$ cat src/rtl/crack_scheduler.sv
`default_nettype none
// ============================================================================
//  Module      : crack_scheduler
//  Description : ARC4 key-space scheduler. Splits the key space into fixed
//                chunks, hands them to NCORES crack cores over an en/rdy
//                handshake, collects the first hit and aborts the others.
//  Revision    : 1.0 - initial release
// ============================================================================
module crack_scheduler #(
    parameter int NCORES     = 2,
    parameter int KEY_W      = 24,
    parameter int CHUNK_LOG2 = 16
) (
    input  logic                     clk,
    input  logic                     rst,
    input  logic                     en,
    output logic                     rdy,
    output logic                     done,
    output logic                     key_valid,
    output logic [KEY_W-1:0]         key,
    output logic [NCORES-1:0]        core_en,
    output logic [NCORES*KEY_W-1:0]  core_base,
    output logic [NCORES-1:0]        core_abort,
    input  logic [NCORES-1:0]        core_rdy,
    input  logic [NCORES-1:0]        core_hit,
    input  logic [NCORES*KEY_W-1:0]  core_key
);

    localparam logic [1:0] c_ST_IDLE = 2'd0;
    localparam logic [1:0] c_ST_RUN  = 2'd1;
    localparam logic [1:0] c_ST_DONE = 2'd2;

    // Chunk stride, one bit wider than a key so the carry marks exhaustion.
    localparam logic [KEY_W:0] c_CHUNK = {{KEY_W{1'b0}}, 1'b1} << CHUNK_LOG2;

    logic [1:0]               r_state;
    logic [1:0]               w_state_nxt;
    logic [KEY_W:0]           r_next_base;
    logic [NCORES-1:0]        r_busy;
    logic [NCORES-1:0]        r_en_d;
    logic [NCORES-1:0]        r_core_en;
    logic [NCORES-1:0]        r_core_abort;
    logic [NCORES*KEY_W-1:0]  r_core_base;
    logic [KEY_W-1:0]         r_key;
    logic                     r_done;
    logic                     r_key_valid;

    logic                     w_idle;
    logic                     w_run;
    logic                     w_start;
    logic [NCORES-1:0]        w_hit_vec;
    logic [NCORES-1:0]        w_hit_sel;
    logic                     w_hit_any;
    logic [KEY_W-1:0]         w_hit_key;
    logic [NCORES-1:0]        w_free_vec;
    logic [NCORES-1:0]        w_free_sel;
    logic                     w_free_any;
    logic                     w_dispatch;
    logic [KEY_W:0]           w_disp_base;
    logic [NCORES-1:0]        w_complete;
    logic                     w_exhausted;

    assign w_idle      = (r_state == c_ST_IDLE) || (r_state == c_ST_DONE);
    assign w_run       = (r_state == c_ST_RUN);
    assign w_start     = w_idle && en;
    assign w_hit_vec   = core_hit & r_busy & {NCORES{w_run}};
    assign w_free_vec  = core_rdy & ~r_busy;
    // A freshly dispatched core may still show rdy for two cycles before it
    // drops it, so completion is masked during that window.
    assign w_complete  = r_busy & core_rdy & ~r_core_en & ~r_en_d;
    assign w_exhausted = r_next_base[KEY_W] && (r_busy == '0);
    // A start dispatches key 0 straight away, so the first core_en follows
    // the accepting edge by one cycle.
    assign w_disp_base = w_start ? '0 : r_next_base;
    assign w_dispatch  = w_free_any &&
                         (w_start || (w_run && !w_hit_any && !r_next_base[KEY_W]));

    // Lowest-index hitting core and its reported key.
    always_comb begin
        w_hit_sel = '0;
        w_hit_any = 1'b0;
        w_hit_key = '0;
        for (int i = 0; i < NCORES; i++) begin
            if (w_hit_vec[i] && !w_hit_any) begin
                w_hit_any    = 1'b1;
                w_hit_sel[i] = 1'b1;
                w_hit_key    = core_key[i*KEY_W +: KEY_W];
            end
        end
    end

    // Lowest-index idle, ready core for the next dispatch.
    always_comb begin
        w_free_sel = '0;
        w_free_any = 1'b0;
        for (int i = 0; i < NCORES; i++) begin
            if (w_free_vec[i] && !w_free_any) begin
                w_free_any    = 1'b1;
                w_free_sel[i] = 1'b1;
            end
        end
    end

    // State register.
    always_ff @(posedge clk) begin
        if (rst) begin
            r_state <= c_ST_IDLE;
        end else begin
            r_state <= w_state_nxt;
        end
    end

    // Next-state logic: a hit wins over everything else in RUN.
    always_comb begin
        w_state_nxt = r_state;
        case (r_state)
            c_ST_IDLE, c_ST_DONE: begin
                if (en) w_state_nxt = c_ST_RUN;
            end
            c_ST_RUN: begin
                if (w_hit_any || w_exhausted) w_state_nxt = c_ST_DONE;
            end
            default: w_state_nxt = c_ST_IDLE;
        endcase
    end

    // Output decode: the scheduler is ready whenever it is not searching.
    always_comb begin
        rdy = w_idle;
    end

    // Datapath: dispatch, completion, hit capture and abort pulses.
    always_ff @(posedge clk) begin
        if (rst) begin
            r_next_base  <= '0;
            r_busy       <= '0;
            r_en_d       <= '0;
            r_core_en    <= '0;
            r_core_abort <= '0;
            r_core_base  <= '0;
            r_key        <= '0;
            r_done       <= 1'b0;
            r_key_valid  <= 1'b0;
        end else begin
            r_core_en    <= '0;
            r_core_abort <= '0;
            r_en_d       <= r_core_en;
            if (w_start) begin
                r_done      <= 1'b0;
                r_key_valid <= 1'b0;
                r_next_base <= '0;
                r_busy      <= '0;
            end else if (w_run && w_hit_any) begin
                r_key        <= w_hit_key;
                r_key_valid  <= 1'b1;
                r_done       <= 1'b1;
                r_core_abort <= r_busy & ~w_hit_vec;
                r_busy       <= '0;
            end else if (w_run && w_exhausted) begin
                r_done      <= 1'b1;
                r_key_valid <= 1'b0;
            end else if (w_run) begin
                r_busy <= r_busy & ~w_complete;
            end
            if (w_dispatch) begin
                r_core_en   <= w_free_sel;
                r_next_base <= w_disp_base + c_CHUNK;
                if (w_start) begin
                    r_busy <= w_free_sel;
                end else begin
                    r_busy <= (r_busy & ~w_complete) | w_free_sel;
                end
                for (int i = 0; i < NCORES; i++) begin
                    if (w_free_sel[i]) begin
                        r_core_base[i*KEY_W +: KEY_W] <= w_disp_base[KEY_W-1:0];
                    end
                end
            end
        end
    end

    assign done       = r_done;
    assign key_valid  = r_key_valid;
    assign key        = r_key;
    assign core_en    = r_core_en;
    assign core_abort = r_core_abort;
    assign core_base  = r_core_base;

endmodule
`default_nettype wire

$ cat config.mk
export PLATFORM = sky130hd
export DESIGN_NAME = crack_scheduler
export DESIGN_NICKNAME = d
export VERILOG_FILES = /design/src/rtl/crack_scheduler.sv
export SDC_FILE = /design/constraint.sdc
export NUM_CORES = 1
export LEC_CHECK = 0
export ABC_AREA = 1
export CORE_ASPECT_RATIO = 0.8
export CORE_MARGIN = 2
export CORE_UTILIZATION = 42
export CTS_CLUSTER_DIAMETER = 60
export DETAILED_ROUTE_END_ITERATION = 6
export GPL_TIMING_DRIVEN = 0
export MAX_ROUTING_LAYER = met4
export PLACE_DENSITY = 0.85
export RECOVER_POWER = 100
export SETUP_SLACK_MARGIN = 0.3
export SLEW_MARGIN = 20
export SYNTH_ARGS = -nofsm -noshare
export SYNTH_HDL_FRONTEND = slang
export SYNTH_SLANG_ARGS = --single-unit
export TNS_END_PERCENT = 5
$ cat constraint.sdc
create_clock -name clk -period 1.6 [get_ports clk]
set_input_delay 0.4 -clock clk [delete_from_list [all_inputs] [get_ports clk]]
set_output_delay 0.4 -clock clk [all_outputs]
set_load 0.03 [all_outputs]
# --- After elaboration in Yosys (flattened, before gate mapping) ---
# Index checks and enable logic that the tools add are counted.
word_totals:
  word_cells: 85
  out_inout_bits: 79
  inputBits: 55
  reg_bits: 109
classes:
  n_eq_ne: 5
  muxes: 22
  n_reduce_logical: 29
  add_sub_neg: 1
  bitwise: 17
ops:
  columns: ["cell", "n"]
  rows:
  - ["$mux W25", 2]
  - ["$mux W24", 2]
  - ["$add A25 B17 Y25 const B", 1]
  - ["$and A2 B2 Y2", 8]
  - ["$mux W2", 8]
  - ["$not A2 Y2", 5]
  - ["$reduce_and A2 Y1", 5]
  - ["$logic_and A1 B1 Y1", 9]
  - ["$mux W1", 9]
  - ["$reduce_or A2 Y1", 3]
  - ["$logic_not A1 Y1", 4]
  - ["$logic_not A2 Y1", 2]
  - ["$ne A4 B4 Y1 const B", 1]
  - ["$pmux W2 S2", 1]
  - ["$reduce_bool A4 Y1", 1]
  - ["$logic_or A1 B1 Y1", 3]
  - ["$not A1 Y1", 3]
  - ["$reduce_or A3 Y1", 1]
  - ["$eq A2 B1 Y1 const B", 1]
  - ["$eq A2 B2 Y1 const B", 1]
  - ["$ne A2 B1 Y1 const B", 1]
  - ["$ne A2 B2 Y1 const B", 1]
  - ["$or A2 B2 Y2", 1]
  - ["$reduce_bool A2 Y1", 1]

# --- Longest topological paths before layout ---
# Gate-level depths: netlist (run 1).
logic_depth:
  depth_word: 13
  mapped_depth: 12
  ltp_nobuf: 11

# --- Worst setup path before layout (run 1) ---
# Ideal clock, no wire load.
synth_timing:
  path_type: "register -> register"
  start: "register r_state[0]"
  end: "register r_next_base[20]"
  path_buffers: 1
  arrival_time_ns: 1.561
  required_time_ns: 1.530
  period_less_slack_ns: 1.631
  setup_ns: 0.070
  path_stages_with_launch: 12
  setup_slack_ns: -0.031
  path_cell_list: "dfxtp_1 inv_2 nand2_4 buf_4 nand2_1 inv_1 ha_1 inv_1 nor2_2 xor2_1 nand2_1 a21oi_1"
synth_between:
  elab_cells_between_ends: 18
  classes_between: "add/sub (1); eq/ne (2); mux (4); bitwise (1); reduce/logical (10)"
synth_rtl:
  columns: ["item", "line_no", "text"]
  rows:
  - ["start: declaration", "36", "logic [1:0] r_state;"]
  - ["start signal: assignment", "107", "r_state <= c_ST_IDLE;"]
  - ["start signal: assignment", "109", "r_state <= w_state_nxt;"]
  - ["$eq A2 B2 Y1 / $logic_not A2 Y1 (equally long branches)", "63", "assign w_idle = (r_state == c_ST_IDLE) || (r_state == c_ST_DONE);"]
  - ["$logic_or A1 B1 Y1 (*)", "63", null]
  - ["net rdy", "17", "output logic rdy,"]
  - ["$logic_and A1 B1 Y1 (*)", "65", "assign w_start = w_idle && en;"]
  - ["$mux W25 (*)", null, null]
  - ["net w_disp_base[17]", "59", "logic [KEY_W:0] w_disp_base;"]
  - ["$add A25 B17 Y25 (*)", "167", "r_next_base <= w_disp_base + c_CHUNK;"]
  - ["$mux W25 (*)", "165", "if (w_dispatch) begin"]
  - ["end signal: assignment", "167", null]
  - ["end: declaration", "38", "logic [KEY_W:0] r_next_base;"]
# The timed path passes the listed nets; every way through them passes the cells marked *.
# A chain may end at the register's enable or synchronous reset.

# --- Worst setup path after layout (run 1) ---
layout_timing:
  start: "register r_key[3] (netlist: key[3])"
  end: "output key[3]"
layout_rtl:
  columns: ["item", "line_no", "text"]
  rows:
  - ["start: declaration", "44", "logic [KEY_W-1:0] r_key;"]
  - ["start signal: assignment", "154", "r_key <= w_hit_key;"]
  - ["end: declaration", "20", "output logic [KEY_W-1:0] key,"]
# No word-level cell between the ends.

==> results of run 1 <==
-- cell usage in the layout, fill, tap and decap left out, types with 2 or more instances in the layout --
cell type	instances
sky130_fd_sc_hd__clkbuf_1	52
sky130_fd_sc_hd__nand2_2	6
sky130_fd_sc_hd__clkdlybuf4s25_1	17
sky130_fd_sc_hd__buf_6	9
sky130_fd_sc_hd__dfxtp_1	106
sky130_fd_sc_hd__buf_12	2
sky130_fd_sc_hd__inv_2	6
sky130_fd_sc_hd__inv_6	2
sky130_fd_sc_hd__a31oi_1	25
sky130_fd_sc_hd__nand3_1	54
sky130_fd_sc_hd__nand2_8	3
sky130_fd_sc_hd__dfxtp_4	3
sky130_fd_sc_hd__clkbuf_16	10
sky130_fd_sc_hd__inv_4	3
sky130_fd_sc_hd__nand3_4	3
sky130_fd_sc_hd__o21ai_0	23
sky130_fd_sc_hd__clkdlybuf4s50_1	48
sky130_fd_sc_hd__nor2_2	7
sky130_fd_sc_hd__o21ai_1	9
sky130_fd_sc_hd__buf_1	2
sky130_fd_sc_hd__buf_4	15
sky130_fd_sc_hd__nor2_1	74
sky130_fd_sc_hd__nand2_4	7
sky130_fd_sc_hd__a21oi_2	3
sky130_fd_sc_hd__clkbuf_2	4
sky130_fd_sc_hd__dlygate4sd2_1	24
sky130_fd_sc_hd__buf_2	2
sky130_fd_sc_hd__inv_8	3
sky130_fd_sc_hd__clkdlybuf4s15_1	3
sky130_fd_sc_hd__a21oi_1	17
sky130_fd_sc_hd__o21ai_2	5
sky130_fd_sc_hd__nand2_1	121
sky130_fd_sc_hd__nor2_4	4
sky130_fd_sc_hd__buf_8	6
sky130_fd_sc_hd__clkbuf_4	4
sky130_fd_sc_hd__inv_1	32
-- routing by layer --
metal	wire length, um	up-vias	part of all wire
li1	-	2135	-
met1	5540	2096	0.40
met2	7120	178	0.51
met3	882	32	0.064
met4	334	0	0.024
met5	0	-	0
-- through the flow --
stage	hold WS [ns]	TNS [ns]	cell area, um2
6_report	0.447	0	6310
5_1_grt	0.467	0	6310
3_5_place_dp	0.432	-35.57	5830
4_1_cts	0.443	0	6410
2_1_floorplan	0.416	0	4330
3_3_place_gp	0.423	-31.99	5830
-- cells by family (layout without fill, tap and decap cells) --
group,Yosys count,after routing,synth area share
flip-flops,109,109,0.510
AND/OR/NAND/NOR,286,286,0.298
adder cells (fa/ha/maj),1,1,0.00292
buffers and inverters,73,249,0.0775
AO/OA/AOI/OAI,84,84,0.110
XOR/XNOR,1,1,0.00205
-- worst paths after layout --
| check | to | slack, ns | cells past startpoint |
|---|---|---|---|
| hold reg to reg | r_next_base[4]$_SDFF_PP0_ | 0.45 | 2 |
| hold / removal | r_next_base[4]$_SDFF_PP0_ | 0.45 | 2 |
| setup reg to reg | core_base[16]$_SDFFE_PP0P_ | 0.09 | 10 |
| setup / recovery | key[3] | 0.06 | 1 |
-- flip-flops by register name (all words and copies together) (netlist names) --
signal       cells
done             1
key_valid        1
r_state          2
r_busy           2
key             24
core_base       48
core_en          2
r_en_d           2
core_abort       2
r_next_base     25
-- what timing repair did --
action / CTS / global route
gates cloned: 1 / 1
buffers inserted: 20 / 6
endpoints found under the setup margin: 182 / 177
resized for setup: 263 / 48
pin swaps: 13 / 14
hold buffers: 0 / 0
-- report_power, final --
group          switching [mW]  internal (mW)
sequential             0.0470           2.78
combinational           0.552          0.383
clock                   0.998           1.11
-- layout make-up --
cell class,instances,area (um2)
Multi-Input combinational cell,372,1920
Timing Repair Buffer,160,1320
Buffer,29,235
Fill cell,821,3460
Tap cell,136,170
Clock buffer,12,246
Clock inverter,4,31.3
Inverter,44,195
Sequential cell,109,2190
==> results.ini, run 1 <==
[outcome]
status = completed

[drt]
wl_per_cell_um = 16.0
postRouteAntennaNets = 0
drt_first_iter_violations = 335
via_per_inst = 5.13
detail_route.drc_violations = 0
drt_wl_total_um = 13900
detailedRoute.firstPassIterationCount = 7
dr_total_vias = 4441

[finish]
non_filler_cells_in_the_finished_layout = 866
area.growth.synth_to_final_pct = 47.6
post_route_cells_drive_above_1_share = 0.159
nets = 781
postLayoutCoreUtil = 0.646
num_antenna_cells = 0

[timing]
clock_skew_ns = 0.00705
final.period_utilization = 0.962
setup_viol = 0
grt_setup_unrepaired = yes
max_freq_mhz = 650
min_period_ns = 1.54
hold_viol = 0
setup_slack_ns = 0.0611
relSlewSlack = 0.578
worst_slew_pin_slew_ns = 0.633
drv_slew = 0

[global_route]
initial_antenna_violation_count = 0
grt_util_met1 = 0.299
first_global_vias = 4254
global_route_met3_utilization = 0.0471
grt_most_used_layer = met2
congestion_overflow_gr = 0
largest_net_degree_at_the_start_of_global_routing = 18
global_route.usage.total = 0.249
grt_pass1_wl_um = 20400
met2_routing_resource_usage_after_global_routing = 0.429

[yosys]
syn-cell-area_um2 = 4280
synth_largest_type_area_fraction = 0.510
ys_seq_elements = 109
yosysUniqueCellTypes = 33
postSynthNetCount = 610
yosys.cell_count.top_type = sky130_fd_sc_hd__nand2_1
synthesis.area_per_instance_um2 = 7.72
synth_top_cells_by_area = sky130_fd_sc_hd__dfxtp_1, sky130_fd_sc_hd__nand2_1, sky130_fd_sc_hd__nor2_1, sky130_fd_sc_hd__nand3_1, sky130_fd_sc_hd__a31oi_1
synth_warnings = 0
synth.top_cells.by_count = sky130_fd_sc_hd__nand2_1, sky130_fd_sc_hd__dfxtp_1, sky130_fd_sc_hd__nor2_1
synth_flop_type = sky130_fd_sc_hd__dfxtp_1
synth-edff-count = 0
yosysTopAreaCell = sky130_fd_sc_hd__dfxtp_1
ys_seq_area_frac = 0.510
async_reset_ff_frac = 0
cell_count_after_synthesis = 554

[critical_path]
critical_path_peak_fanout = 2
cp_data_arrival_time_ns = 1.14
critPathSlowestCell = sky130_fd_sc_hd__clkdlybuf4s25_1
critical_path_endpoint_category = output pin
worstPathCellList = clkdlybuf4s25_1
critical_path_required_ns = 1.20
worst_setup_start_kind = flop
category_of_cells_accounting_for_the_largest_share_of_critical_path_delay = buffers and inverters
cp_num_buf_inv = 1
worst-setup-path-type = reg2out
r2r-start = r_state[0]$_SDFFE_PP0P_
slowest_delay_ns = 0.46
worst_setup_path_startpoint = key[3]$_SDFFE_PP0P_

[clocking]
insertion_delay_ns = 0.35
numCtsBuffers = 9
clock-root-buffer = sky130_fd_sc_hd__clkbuf_16
worst_setup_hold_path_clk_slew_ns = 0.07
cts_sinks = 109
cts_tree = built
cts_htree_levels = 3
cts_buffer_depth = 2

[worst_hold_path]
min-delay-start = r_next_base[4]$_SDFF_PP0_
worst_hold_check_path_type = reg2reg

[placement]
io_buffer_count = 132
finalWeightedCongestion = 0.917
place_worst_setup_slack_ns = -0.497
dp_cells = 822
dp.final_hpwl_um = 9420

[floorplanning]
initial_core_util = 0.438
dieHeight_um = 94.3
dieArea_um2 = 11000
die-width_um = 117
num_rows = 32
floorplan.core_area_um2 = 9770
top_level_ports = 134

[power]
static_leakage_nw = 2.57
pwr_density_cell_nw_per_um2 = 931
power_mw = 5.88
vdd_ir_drop_max_uv = 548

[flow_run]
cap_violations = 0

(Power assumes the default switching activity.)
==> inputs of run 2 (changes only) <==
CORE_ASPECT_RATIO = 1.75   (was 0.8)
==> run 2 against run 1 <==
Net effect: global-route usage is 0.75 points lower; combinational power decreased by 2.8%; largest power group unchanged; worst hold slack lost 0.0099 ns.
==> results.ini, run 2 (synthesis gave the netlist of run 1 again) <==
[clocking]
cts-hold-fix-buffers = 0  ; unchanged
cts_sinks = 109  ; unchanged
worst_setup_hold_path_clk_slew_ns = 0.07  ; about the same
numCtsBuffers = 9  ; unchanged
insertion_delay_ns = 0.35  ; about the same
cts_buffer_depth = 2  ; unchanged
clock-root-buffer = sky130_fd_sc_hd__clkbuf_16  ; unchanged
cts_htree_levels = 3  ; unchanged
cts_tree = built  ; unchanged

[timing]
relSlewSlack = 0.589  ; was 0.578
setup_slack_ns = 0.00817  ; was 0.0611 ns
hold_viol = 0  ; unchanged
final.period_utilization = 0.995  ; was 0.962
drv_slew = 0  ; unchanged
setup_viol = 0  ; unchanged
clock_skew_ns = 0.00486  ; was 0.00705 ns
grt_setup_unrepaired = yes  ; unchanged
max_freq_mhz = 628  ; was 650 MHz
min_period_ns = 1.59  ; was 1.54 ns
worst_slew_pin_slew_ns = 0.617  ; was 0.633 ns

[finish]
postLayoutCoreUtil = 0.633  ; was 0.646
post_route_cells_drive_above_1_share = 0.149  ; was 0.159
max_ffs_per_register = 48  ; unchanged
area.growth.synth_to_final_pct = 46.7  ; was 47.6%
mostFrequentLayoutCells = sky130_fd_sc_hd__nand2_1, sky130_fd_sc_hd__dfxtp_1, sky130_fd_sc_hd__dlygate4sd2_1, sky130_fd_sc_hd__nor2_1, sky130_fd_sc_hd__nand3_1  ; was sky130_fd_sc_hd__nand2_1, sky130_fd_sc_hd__dfxtp_1, sky130_fd_sc_hd__nor2_1, sky130_fd_sc_hd__nand3_1, sky130_fd_sc_hd__clkbuf_1
leading_cell_type_in_the_layout_fill_and_taps_excluded = sky130_fd_sc_hd__nand2_1  ; unchanged
nets = 777  ; was 781
num_antenna_cells = 0  ; unchanged

[outcome]
status = completed  ; unchanged

[drt]
postRouteAntennaNets = 0  ; unchanged
dr_wl_met3_um = 899  ; was 882 um
drt_wl_total_um = 13000  ; was 13900 um
routedLengthMet1_um = 4630  ; was 5540 um
via_per_inst = 5.12  ; was 5.13
wl_per_cell_um = 15.2  ; was 16.0 um
detailedRoute.firstPassIterationCount = 6  ; was 7
wl_met2_um = 6960  ; was 7120 um
dr_total_vias = 4355  ; was 4441
drt_first_iter_violations = 305  ; was 335
detail_route.drc_violations = 0  ; unchanged
top_layer = met4  ; unchanged

[placement]
finalWeightedCongestion = 0.875  ; was 0.917
place_worst_setup_slack_ns = -0.529  ; was -0.497 ns
dp.final_hpwl_um = 9170  ; was 9420 um
io_buffer_count = 132  ; unchanged

[power]
vdd_ir_drop_max_uv = 593  ; was 548 uV
pwr_density_cell_nw_per_um2 = 931  ; about the same
static_leakage_nw = 2.82  ; was 2.57 nW

[floorplanning]
initial_core_util = 0.432  ; was 0.438
die-width_um = 80.3  ; was 117 um
dieArea_um2 = 11000  ; about the same
top_level_ports = 134  ; unchanged
floorplan.core_area_um2 = 9910  ; was 9770 um2
num_rows = 48  ; was 32
dieHeight_um = 138  ; was 94.3 um

[global_route]
initial_antenna_violation_count = 0  ; unchanged
largest_net_degree_at_the_start_of_global_routing = 17  ; was 18
global_route.usage.total = 0.241  ; was 0.249
grt_pass1_wl_um = 19900  ; was 20400 um
congestion_overflow_gr = 0  ; unchanged
first_global_vias = 4247  ; was 4254

[critical_path]
critical_path_endpoint_category = flop  ; was output pin
worstPathCellList = inv_8 > nand2_8 > buf_8 > nand2_4 > inv_4 > ha_4 > inv_2 > nor2_4 > xor2_1 > nand2_1 > a21oi_1  ; was clkdlybuf4s25_1
slowest_delay_ns = 0.38  ; was 0.46 ns
setup.reg_to_reg.worst_slack_ns = 0.008  ; was 0.09 ns
worst_setup_start_kind = flop  ; unchanged
r2r-start = r_state[0]$_SDFFE_PP0P_  ; unchanged
cp_data_arrival_time_ns = 1.87  ; was 1.14 ns
worst-setup-path-type = reg2reg  ; was reg2out
critPathSlowestCell = sky130_fd_sc_hd__dfxtp_4  ; was sky130_fd_sc_hd__clkdlybuf4s25_1
cp_num_buf_inv = 4  ; was 1
critical_path_peak_fanout = 8  ; was 2
worst_setup_path_startpoint = r_state[0]$_SDFFE_PP0P_  ; was key[3]$_SDFFE_PP0P_
category_of_cells_accounting_for_the_largest_share_of_critical_path_delay = flip-flops  ; was buffers and inverters
critical_path_required_ns = 1.88  ; was 1.20 ns

[flow_run]
cap_violations = 0  ; unchanged

[worst_hold_path]
worst_hold_check_path_type = reg2reg  ; unchanged
min-delay-start = core_en[1]$_SDFF_PP0_  ; was r_next_base[4]$_SDFF_PP0_

## run 2: cell count changes in the layout (fill, tap and decap cells not counted), sizes merged
cell | previous run | this run
inv | 46 | 44
clkdlybuf4s15 | 3 | 0
clkdlybuf4s25 | 17 | 0
clkinv | 2 | 1
dlygate4sd2 | 24 | 74
buf | 37 | 33
clkinvlp | 0 | 2
clkbuf | 71 | 42
## run 2: area by class of cell
cell class / instances / area [um2]
Clock buffer: 13 / 260
Timing Repair Buffer: 156 / 1370
Inverter: 44 / 198
Multi-Input combinational cell: 372 / 1890
Buffer: 29 / 189
Tap cell: 125 / 156
Fill cell: 850 / 3630
Clock inverter: 3 / 20.0
Sequential cell: 109 / 2190
## run 2: per-layer routing
layer,GRT usage,vias up
met5,-,-
met4,0.125,0
met3,0.0518,46
met2,0.441,222
met1,0.234,1963
li1,-,2124
## run 2: final timing paths
kind         cells past startpoint                         end
max                             11  r_next_base[20]$_SDFF_PP0_
min                              2        r_en_d[1]$_SDFF_PP0_
max reg2reg                     11  r_next_base[20]$_SDFF_PP0_
min reg2reg                      2        r_en_d[1]$_SDFF_PP0_
## run 2: power breakdown
group          internal [mW]  leakage (nW)  switching, mW
Clock                   1.14         0.132          0.965
Sequential              2.78         0.884         0.0481
Combinational          0.373          1.80          0.536
## run 2: worst reg2reg max path, stage by stage, from the launching register on
cell and delay [ns]:
sky130_fd_sc_hd__dfxtp_4 0.38, sky130_fd_sc_hd__inv_8 0.05, sky130_fd_sc_hd__nand2_8 0.10, sky130_fd_sc_hd__buf_8 0.13, sky130_fd_sc_hd__nand2_4 0.07, sky130_fd_sc_hd__inv_4 0.07
sky130_fd_sc_hd__ha_4 0.14, sky130_fd_sc_hd__inv_2 0.04, sky130_fd_sc_hd__nor2_4 0.10, sky130_fd_sc_hd__xor2_1 0.22, sky130_fd_sc_hd__nand2_1 0.10, sky130_fd_sc_hd__a21oi_1 0.12
## run 2: repair_timing
| action | 4_1_cts | 5_1_grt |
|---|---|---|
| hold endpoints to repair | 0 | 0 |
| buffers inserted | 16 | 7 |
| setup endpoints to repair | 181 | 176 |
| pin swaps | 7 | 9 |
| cloned | 1 | 0 |
| resized for setup | 156 | 30 |
## run 2: metrics by stage
step | area [um2] | total power [mW] | std cells | hold WS (ns) | TNS (ns)
floorplan | 4330 | 3.35 | 554 | 0.416 | 0
global placement | 5810 | 3.69 | 811 | 0.424 | -34.13
detailed placement | 5810 | 3.71 | 811 | 0.429 | -38.52
CTS | 6230 | 5.84 | 844 | 0.439 | 0
global route | 6280 | 6.07 | 851 | 0.460 | -0.102
finish | 6280 | 5.85 | 851 | 0.437 | 0
==> inputs of run 3 (changes only) <==
CORE_ASPECT_RATIO = 1.5   (was 1.75)
CORE_UTILIZATION = 46   (was 42)
PLACE_DENSITY = 0.88   (was 0.85)
clock period = 1.5 ns   (was 1.6 ns; I/O delays follow)
==> run 3 against run 2 <==
Net effect: the run now ends with design-rule violations, negative setup slack left; first-iteration DRC count grew 48%; via count grew 7.2%; cell count shrank 0.82%; critical endpoint unchanged; highest routed layer unchanged.
==> results.ini, run 3 (synthesis gave the netlist of run 1 again) <==
[outcome]
status = complete, but fails checks  ; was completed
violations = design-rule violations, negative setup slack

[timing]
setup_viol = 1  ; was 0
hold_viol = 0  ; unchanged
setup_slack_ns = -0.00711  ; was 0.00817 ns
worst_slew_pin_slew_ns = 0.658  ; was 0.617 ns
clock_skew_ns = 0.00647  ; was 0.00486 ns
min_period_ns = 1.51  ; was 1.59 ns
drv_slew = 0  ; unchanged
max_freq_mhz = 664  ; was 628 MHz
relSlewSlack = 0.562  ; was 0.589
final.period_utilization = 1.00  ; was 0.995
grt_setup_unrepaired = yes  ; unchanged

[global_route]
first_global_vias = 4485  ; was 4247
global_route.usage.total = 0.283  ; was 0.241
initial_antenna_violation_count = 0  ; unchanged
largest_net_degree_at_the_start_of_global_routing = 17  ; unchanged
grt_pass1_wl_um = 20900  ; was 19900 um
congestion_overflow_gr = 0  ; unchanged

[power]
p_sw_mw = 1.73  ; was 1.55 mW
p_clk_frac = 0.367  ; was 0.360
static_leakage_nw = 2.86  ; was 2.82 nW
vdd_ir_drop_max_uv = 787  ; was 593 uV
combinationalPowerShare = 0.167  ; was 0.155
power_switching_share = 0.264  ; was 0.265
p_int_mw = 4.82  ; was 4.30 mW
pwr_density_cell_nw_per_um2 = 956  ; was 931 nW/um2
power_mw = 6.55  ; was 5.85 mW
seq_power_share = 0.466  ; was 0.484

[finish]
postLayoutCellArea_um2 = 6850  ; was 6280 um2
area.growth.synth_to_final_pct = 60.0  ; was 46.7%
nets = 783  ; was 777
max_ffs_per_register = 48  ; unchanged
ff_latch_area_um2 = 2280  ; was 2190 um2
post_route_cells_drive_above_1_share = 0.399  ; was 0.149
postLayoutCoreUtil = 0.749  ; was 0.633
mostFrequentLayoutCells = sky130_fd_sc_hd__nand2_1, sky130_fd_sc_hd__buf_6, sky130_fd_sc_hd__nor2_1, sky130_fd_sc_hd__dfxtp_2, sky130_fd_sc_hd__nand3_1  ; was sky130_fd_sc_hd__nand2_1, sky130_fd_sc_hd__dfxtp_1, sky130_fd_sc_hd__dlygate4sd2_1, sky130_fd_sc_hd__nor2_1, sky130_fd_sc_hd__nand3_1
nFillCells = 630  ; was 850
num_antenna_cells = 0  ; unchanged
leading_cell_type_in_the_layout_fill_and_taps_excluded = sky130_fd_sc_hd__nand2_1  ; unchanged
multi_input_comb_area_um2 = 2010  ; was 1890 um2

[critical_path]
category_of_cells_accounting_for_the_largest_share_of_critical_path_delay = flip-flops  ; unchanged
cp_data_arrival_time_ns = 1.79  ; was 1.87 ns
worstPathCellList = inv_8 > nand2_8 > buf_8 > nand2_4 > inv_4 > ha_4 > inv_4 > nor2_4 > xor2_1 > nand2_1 > a21oi_2  ; was inv_8 > nand2_8 > buf_8 > nand2_4 > inv_4 > ha_4 > inv_2 > nor2_4 > xor2_1 > nand2_1 > a21oi_1
worst_setup_start_kind = flop  ; unchanged
crit_top_cell = sky130_fd_sc_hd__inv_4
critical_path_endpoint_category = flop  ; unchanged
critPathSlowestCell = sky130_fd_sc_hd__dfxtp_4  ; unchanged
cp_num_buf_inv = 4  ; unchanged
critical_path_required_ns = 1.78  ; was 1.88 ns
critical_path_peak_fanout = 7  ; was 8
worst-setup-path-type = reg2reg  ; unchanged
slowest_delay_ns = 0.38  ; about the same

[floorplanning]
dieHeight_um = 122  ; was 138 um
die-width_um = 82.7  ; was 80.3 um
floorplan.core_area_um2 = 9150  ; was 9910 um2
dieArea_um2 = 10100  ; was 11000 um2
top_level_ports = 134  ; unchanged
initial_core_util = 0.468  ; was 0.432
num_rows = 43  ; was 48

[clocking]
clock-root-buffer = sky130_fd_sc_hd__clkbuf_16  ; unchanged
cts_tree = built  ; unchanged
cts_sinks = 109  ; unchanged
insertion_delay_ns = 0.35  ; about the same
cts_htree_levels = 3  ; unchanged
numCtsBuffers = 9  ; unchanged
worst_setup_hold_path_clk_slew_ns = 0.07  ; about the same
cts_buffer_depth = 2  ; unchanged

[flow_run]
cap_violations = 0  ; unchanged

[placement]
dpl_cell_area_um2 = 5790  ; was 5810 um2
io_buffer_count = 132  ; unchanged
place_worst_setup_slack_ns = -0.592  ; was -0.529 ns
finalWeightedCongestion = 0.882  ; was 0.875
dp.final_hpwl_um = 9400  ; was 9170 um

[drt]
detail_route.drc_violations = 8  ; was 0
drt_first_iter_violations = 452  ; was 305
drt_wl_total_um = 14500  ; was 13000 um
postRouteAntennaNets = 0  ; unchanged
via_per_inst = 5.53  ; was 5.12
wl_per_cell_um = 17.2  ; was 15.2 um
detailedRoute.firstPassIterationCount = 7  ; was 6
dr_total_vias = 4667  ; was 4355

[worst_hold_path]
worst_hold_check_path_type = in2reg  ; was reg2reg

==> run 3: layout make-up <==
class / count / area share
Clock inverter: 2 / 0.00201
Multi-Input combinational cell: 372 / 0.294
Timing Repair Buffer: 161 / 0.244
Timing Repair inverter: 1 / 0.000548
Tap cell: 112 / 0.0205
Inverter: 44 / 0.0300
Clock buffer: 14 / 0.0429
Buffer: 29 / 0.0338
Sequential cell: 109 / 0.333
==> run 3: worst paths after layout <==
check | cells past startpoint | from | endpoint | slack (ns)
setup / recovery | 11 | r_state[0]$_SDFFE_PP0P_ | r_next_base[20]$_SDFF_PP0_ | -0.007
hold / removal | 2 | rst | r_next_base[14]$_SDFF_PP0_ | 0.40
setup reg to reg | 11 | r_state[0]$_SDFFE_PP0P_ | r_next_base[20]$_SDFF_PP0_ | -0.007
hold reg to reg | 2 | r_next_base[3]$_SDFF_PP0_ | r_next_base[3]$_SDFF_PP0_ | 0.45
==> run 3: power groups by stage <==
stage          logic, mW  registers (mW)  clock network, mW
2_1_floorplan      0.374            3.20                  0
3_3_place_gp       0.857            3.08                  0
3_5_place_dp       0.878            3.09                  0
4_1_cts            0.965            3.02               2.41
5_1_grt             1.16            3.05               2.53
6_report            1.10            3.05               2.40
==> run 3: what timing repair did <==
action                                  in CTS  in global routing
pin swaps                                   11                 30
endpoints found under the setup margin     186                187
hold buffers                                 0                  0
buffers inserted                            15                 11
gates resized for setup                    298                485
cloned                                       4                  0
==> run 3: through the flow <==
stage | std cells | setup TNS [ns] | hold WS (ns)
floorplan | 554 | 0 | 0.416
global placement | 798 | -42.30 | 0.426
detailed placement | 798 | -47.54 | 0.428
finish | 844 | -0.00711 | 0.396
CTS | 833 | 0 | 0.441
global route | 844 | -0.630 | 0.408
==> run 3: per-layer routing <==
metal  routed length [um]  share of wire  up-vias  global-route usage
met5                    0              0        -                   -
met4                  945          0.065        0               0.178
met3                 1250          0.086       84              0.0607
met2                 7470           0.52      290               0.482
met1                 4830           0.33     2155               0.286
li1                     -              -     2138                   -
